**src/rtl/program_loader.sv**
```systemverilog
// program_loader: parses framed host bytes into byte writes of the 256-byte instruction memory
module program_loader #(
   parameter int TIMEOUT_CYCLES = 1000
) (
   input  logic       clk_i,
   input  logic       rst_i,
   input  logic [7:0] byte_i,
   input  logic       byte_valid_i,
   output logic       byte_ready_o,
   output logic       we_o,
   output logic [7:0] waddr_o,
   output logic [7:0] wdata_o,
   output logic       hold_o,
   output logic       busy_o,
   output logic       done_o,
   output logic       error_o,
   output logic [1:0] error_code_o
);
   typedef enum logic [2:0] {IDLE, ADDR, LEN, DATA, CSUM} state_t;
   state_t      state, state_n;
   logic [7:0]  ptr, ptr_n, sum, sum_n, waddr_n, wdata_n;
   logic [8:0]  cnt, cnt_n;
   logic [15:0] tcnt, tcnt_n;
   logic        acc, expire, we_n, done_n, err_n;
   logic [1:0]  code_n;
   assign acc    = byte_valid_i & byte_ready_o;
   assign expire = (state != IDLE) & ~acc & (tcnt == 16'(TIMEOUT_CYCLES - 1));
   // frame parser: next state, pointer/count/sum and next registered outputs
   always_comb begin
      state_n = state;
      ptr_n   = ptr;
      sum_n   = sum;
      cnt_n   = cnt;
      tcnt_n  = (state == IDLE || acc) ? 16'd0 : tcnt + 16'd1;
      we_n    = 1'b0;
      waddr_n = waddr_o;
      wdata_n = wdata_o;
      done_n  = 1'b0;
      err_n   = error_o;
      code_n  = error_code_o;
      case (state)
         IDLE: if (acc && byte_i == 8'hA5) begin
            state_n = ADDR;
            err_n   = 1'b0;
            code_n  = 2'b00;
         end
         ADDR: if (acc) begin
            ptr_n   = byte_i;
            sum_n   = byte_i;
            state_n = LEN;
         end
         LEN: if (acc) begin
            cnt_n   = {byte_i == 8'h00, byte_i};
            sum_n   = sum + byte_i;
            state_n = DATA;
         end
         DATA: if (acc) begin
            we_n    = 1'b1;
            waddr_n = ptr;
            wdata_n = byte_i;
            ptr_n   = ptr + 8'd1;
            sum_n   = sum + byte_i;
            cnt_n   = cnt - 9'd1;
            state_n = (cnt == 9'd1) ? CSUM : DATA;
         end
         CSUM: if (acc) begin
            state_n = IDLE;
            done_n  = 1'b1;
            err_n   = (byte_i != sum);
            code_n  = (byte_i != sum) ? 2'b01 : 2'b00;
         end
         default: state_n = IDLE;
      endcase
      if (expire) begin
         state_n = IDLE;
         tcnt_n  = 16'd0;
         done_n  = 1'b1;
         err_n   = 1'b1;
         code_n  = 2'b10;
      end
   end
   // state and output registers; hold/busy track the frame so they fall with done
   always_ff @(posedge clk_i or posedge rst_i) begin
      if (rst_i) begin
         state        <= IDLE;
         ptr          <= '0;
         sum          <= '0;
         cnt          <= '0;
         tcnt         <= '0;
         byte_ready_o <= 1'b0;
         we_o         <= 1'b0;
         waddr_o      <= '0;
         wdata_o      <= '0;
         hold_o       <= 1'b0;
         busy_o       <= 1'b0;
         done_o       <= 1'b0;
         error_o      <= 1'b0;
         error_code_o <= 2'b00;
      end else begin
         state        <= state_n;
         ptr          <= ptr_n;
         sum          <= sum_n;
         cnt          <= cnt_n;
         tcnt         <= tcnt_n;
         byte_ready_o <= 1'b1;
         we_o         <= we_n;
         waddr_o      <= waddr_n;
         wdata_o      <= wdata_n;
         hold_o       <= (state_n != IDLE);
         busy_o       <= (state_n != IDLE);
         done_o       <= done_n;
         error_o      <= err_n;
         error_code_o <= code_n;
      end
   end
endmodule
```
**config.mk**
```make
export PLATFORM = sky130hd
export DESIGN_NAME = program_loader
export DESIGN_NICKNAME = d
export VERILOG_FILES = /design/src/rtl/program_loader.sv
export SDC_FILE = /design/constraint.sdc
export NUM_CORES = 1
export LEC_CHECK = 0
export CORE_UTILIZATION = 30
export DETAILED_ROUTE_END_ITERATION = 10
export DONT_BUFFER_PORTS = 1
export GPL_TIMING_DRIVEN = 0
export SKIP_CTS_REPAIR_TIMING = 1
export SLEW_MARGIN = 20
export SYNTH_ARGS = -nofsm -noshare
export SYNTH_HDL_FRONTEND = slang
export SYNTH_SLANG_ARGS = --single-unit
export TNS_END_PERCENT = 5
```
**constraint.sdc**
```tcl
create_clock -name clk_i -period 3.61 [get_ports clk_i]
set_input_delay 0.722 -clock clk_i [delete_from_list [all_inputs] [get_ports clk_i]]
set_output_delay 0.722 -clock clk_i [all_outputs]
set_load 0.005 [all_outputs]
```
# ---- Word-level counts from Yosys, hierarchy flattened
# Cells that the tools add are included.
dict set report totals {
  regBits 67
  latch_bits 0
  ramBits 0
  romBits 0
  in_bits 11
  output_inout_bits 24
  n_memories 0
}
dict set report op_classes {
  n_addsub 4
  n_mul 0
  n_div 0
  order_cmp 0
  eq_ne 14
  n_shift 0
  n_mux 31
  bitwise 4
  n_reduce_logical 16
}
# op n
set op_table {}
lappend op_table {{two-way mux 16 bit} 2}
lappend op_table {{case mux 8 bit (2 select lines)} 2}
lappend op_table {{two-way mux 8 bit} 3}
lappend op_table {{two-way mux 3 bit} 7}
lappend op_table {{two-way mux 9 bit} 2}
lappend op_table {{case mux 9 bit (2 select lines)} 1}
lappend op_table {{adder 16 x 1 -> 16 bit, second input constant} 1}
lappend op_table {{equality test 16 x 10 -> 1 bit, second input constant} 1}
lappend op_table {{case mux 3 bit (5 select lines)} 1}
lappend op_table {{AND reduction 3 bit} 4}
lappend op_table {{equality test 9 x 1 -> 1 bit, second input constant} 1}
lappend op_table {{nonzero test 3 bit} 3}
lappend op_table {{subtractor 9 x 1 -> 9 bit, second input constant} 1}
lappend op_table {{adder 8 x 1 -> 8 bit, second input constant} 1}
lappend op_table {{adder 8 bit} 1}
lappend op_table {{equality test 8 bit, second input constant} 1}
lappend op_table {{zero test 8 bit} 1}
lappend op_table {{two-way mux 1 bit} 8}
lappend op_table {{!= test 8 bit} 1}
lappend op_table {{equality test 3 x 2 -> 1 bit, second input constant} 2}
lappend op_table {{two-way mux 2 bit} 3}
lappend op_table {{!= test 2 bit, second input constant} 3}
lappend op_table {{nonzero test 2 bit} 3}
lappend op_table {{case mux 2 bit (2 select lines)} 1}
lappend op_table {{other kinds (13)} 15}

# ---- Longest topological paths before layout
dict set report logic_depth {
  depth_word 6
  depth_mapped 8
  ltp_nobuf 8
}

# ---- Worst setup path after synthesis
# No wires, ideal clock.
dict set report synth_path {
  kind {input to register}
  start {input byte_i[0]}
  end {register sum[6]}
  setup_time_ns 0.127
  arrival_ns 2.039
  required_ns 3.483
  path_slack_ns 1.444
  stages 8
  cell_sequence {ha_1 -> inv_1 -> fa_1 -> nor2b_1 -> o31a_1 -> or4_1 -> a21oi_1 -> o21ai_0}
}
dict set report synth_via {
  elab_chain_len 3
}
# element line_no
set synth_rtl {}
lappend synth_rtl {{start: declaration} 7} ;# input logic [7:0] byte_i,
lappend synth_rtl {{adder 8 bit} {54, 62}}
lappend synth_rtl {{two-way mux 8 bit} {52, 57}}
lappend synth_rtl {{case mux 8 bit (2 select lines)} 41} ;# case (state)
lappend synth_rtl {{end signal: assignment} 102} ;# sum <= sum_n;
lappend synth_rtl {{end: declaration} 21} ;# logic [7:0] ptr, ptr_n, sum, sum_n, waddr_n, wdata_n;
# Every way passes these cells. The select of a mux whose other input is x is not followed.
# A chain may end at the register's enable or synchronous reset.

# ---- Final worst setup path
dict set report layout_path {
  start {register state[1]}
  end {register wdata_o[3]}
}
dict set report layout_via {
  elab_chain_len 2
}
# element line_no
set layout_rtl {}
lappend layout_rtl {{start: declaration} 20} ;# state_t state, state_n;
lappend layout_rtl {{start signal: assignment} 100} ;# state <= state_n;
lappend layout_rtl {{equality test 3 x 2 -> 1 bit} 41}
lappend layout_rtl {{AND reduction 2 bit (no line)} n/a}
lappend layout_rtl {{end signal: assignment} 108} ;# wdata_o <= wdata_n;
lappend layout_rtl {{end: declaration} 12} ;# output logic [7:0] wdata_o,
# Every way passes these cells.

==> reports/qor.yml <==
portBuffers: 0
area_growth_pct: 14.7
path_cells: "buf_2 > nand3b_1 > nor2_1 > buf_2 > mux2_2"
period_needed_ns: 2.48
wl_microns: 8340
drtIter0Drc: 164
postRouteAntennaNets: 0
synth_common_cells: "67 x dfrtp_1, 48 x nor2_1, 33 x o21ai_0"
grt_max_degree: 37
synth_cell_types: 56
seqCellArea_sq_um: 1680
htreeDepth: 3
grt_use_total: 0.144
worst_clock_skew_ns: 0.00857
ys_warn_count: 0
crit_fanout: 10
syn_area_per_cell_sq_um: 9.43
synth-main-ff-cell: "dfrtp_1"
slew_violations: 0
post-place-cells: 527
die_y_microns: 112
start_util: 0.312
pin_count: 35
drive_above_1_share: 0.130
cts-root-buf: "clkbuf_16"
layout.nets: 418
ir_drop_uv: 238
crit_required_ns: 3.83
clk_latency_ns: 0.34
p_leak_nw: 1.72
cap_violations: 0
slowest_stage: "nor2_1"
crit_arrival_ns: 2.70
cts_tree: "done"
finalNonFillerCells: 543
cp-start-kind: "flip-flop"
rsz0062_at_grt: "false"
cts_buffers: 9
tightest_slew_ns: 0.868
synth_top_cell_area_share: 0.464
hpwl_microns: 5840
path_class: "reg -> reg"
core_sq_um: 11600
multi_input_area_sq_um: 1790
die_area_sq_um: 12500
hold_viol: 0
setup_viol: 0
antenna_found_initial: 0
slowest_delay_ns: 0.76
crit_buf_inv: 2
core.rowCount: 39
synth_edf_count: 0
period_share: 0.686
gp_congestion: 0.823
cp-end-kind: "flip-flop"
status: "finished clean"
vias: 2824
ys_async_sr_fraction: 1.00
critical_path.top_delay_family: "simple AND/OR/NAND/NOR gates"
cts_buffer_depth: 2
cts_sinks: 67
synth_fp_nets: 406
seq_area_frac_synth: 0.464
routedWlPerCell_microns: 15.4
max_freq_mhz: 404
diodes: 0
n_fill_cell: 1131
hold_path.class: "in -> async"
yosysTopAreaCell: "dfrtp_1"
crit_top_cell: "buf_2"
tns_ns: 0
ys_ff_latch: 67
overflow: 0
grt_pass1_wl_microns: 14100
powerDensity_nw_per_um2: 745
remaining_drc_errors: 0
yosys-top-cells-area: "dfrtp_1 46%, mux2_2 5.6%, nor2_1 5.0%"
syn_inst: 383
viasPerCell: 5.20
die_w_microns: 112
drtPass1Iterations: 4
grt_pass1_vias: 2738
syn_area_sq_um: 3610
clkSlewWorstSetupHoldPaths_ns: 0.06
relSlewSlack: 0.419
synth.most_common_cell: "dfrtp_1"
per-layer routing:
layer / up-vias / wire, microns / share of wire / global-route usage
li1: 1391 / - / - / -
met1: 1360 / 3930 / 0.47 / 0.193
met2: 59 / 3950 / 0.47 / 0.223
met3: 14 / 300 / 0.036 / 0.0261
met4: 0 / 163 / 0.020 / 0.0739
met5: - / 0 / 0 / 0
registers in the layout, indices dropped and copies added (netlist names):
signal	cells
busy_o	1
byte_ready_o	1
cnt	9
done_o	1
error_code_o	2
error_o	1
ptr	8
state	3
sum	8
tcnt	16
waddr_o	8
wdata_o	8
we_o	1
stage by stage:
stage / setup slack (ns) / total power, mW / utilization / instance area, sq um / hold WS, ns
2_1_floorplan: 1.20 / 1.92 / - / 3610 / 0.454
3_3_place_gp: 0.354 / 2.11 / 0.328 / 3790 / 0.471
3_5_place_dp: 1.14 / 2.14 / 0.330 / 3810 / 0.482
4_1_cts: 1.15 / 3.11 / 0.358 / 4140 / 0.269
5_1_grt: 0.899 / 3.31 / 0.358 / 4140 / 0.293
6_report: 1.13 / 3.09 / 0.358 / 4140 / 0.253
power breakdown:
group          switching, mW  internal, mW
sequential             0.218          1.00
combinational          0.485         0.422
clock                  0.348         0.609
total                   1.05          2.03
logic make-up after synthesis:
group	Yosys count	synth area share
compound gates	93	0.161
flops	67	0.464
mux	18	0.0561
xor+xnor	15	0.0364
simple gates	146	0.198
fa+ha+maj	12	0.0436
other cells	1	0.00104
buf+inv	31	0.0395
cell type report:
| cell class | count | share of cell area |
|---|---|---|
| multi-input cells | 285 | 0.433 |
| flip-flops and latches | 67 | 0.405 |
| clock buffers | 9 | 0.0544 |
| well taps | 143 | 0.0432 |
| clock inverters | 7 | 0.0248 |
| plain buffers | 15 | 0.0199 |
| inverters | 16 | 0.0151 |
| repair buffers | 1 | 0.00483 |
final timing paths:
kind,depth (start not counted),from,to,slack [ns]
setup / recovery,5,state[1],wdata_o[3],1.13
hold / removal,1,rst_i,tcnt[7],0.25
setup reg to reg,5,state[1],wdata_o[3],1.13
hold reg to reg,2,sum[4],sum[4],0.49
max in group asynchronous,2,rst_i,tcnt[4],2.83
min in group clk_i,2,sum[4],sum[4],0.49
layout by cell type (no fill, tap or decap), types with 3 or more instances in the layout:
cell type / n
a211oi_1: 4
a21o_1: 3
a21oi_1: 20
a31oi_1: 7
and3_1: 5
buf_2: 4
clkbuf_1: 8
clkbuf_16: 9
clkinv_4: 4
dfrtp_1: 67
ha_1: 11
inv_1: 15
mux2_2: 18
nand2_1: 32
nand2b_1: 3
nand3_1: 15
nor2_1: 48
nor2b_1: 4
nor3_1: 11
nor4_1: 6
o211ai_1: 4
o21a_1: 3
o21ai_0: 33
o22a_1: 3
o22ai_1: 4
or3_1: 3
or4_1: 3
xnor2_1: 11
xor2_1: 4
worst register-to-register path: cells and delay by family, from the launching register on:
| kind | cells | cell delay, ns |
|---|---|---|
| buffers and inverters | 2 | 0.58 |
| DFF | 1 | 0.36 |
| muxes | 1 | 0.37 |
| and+or+nand+nor | 2 | 1.05 |
No activity file was read; power rests on OpenSTA's default activity.
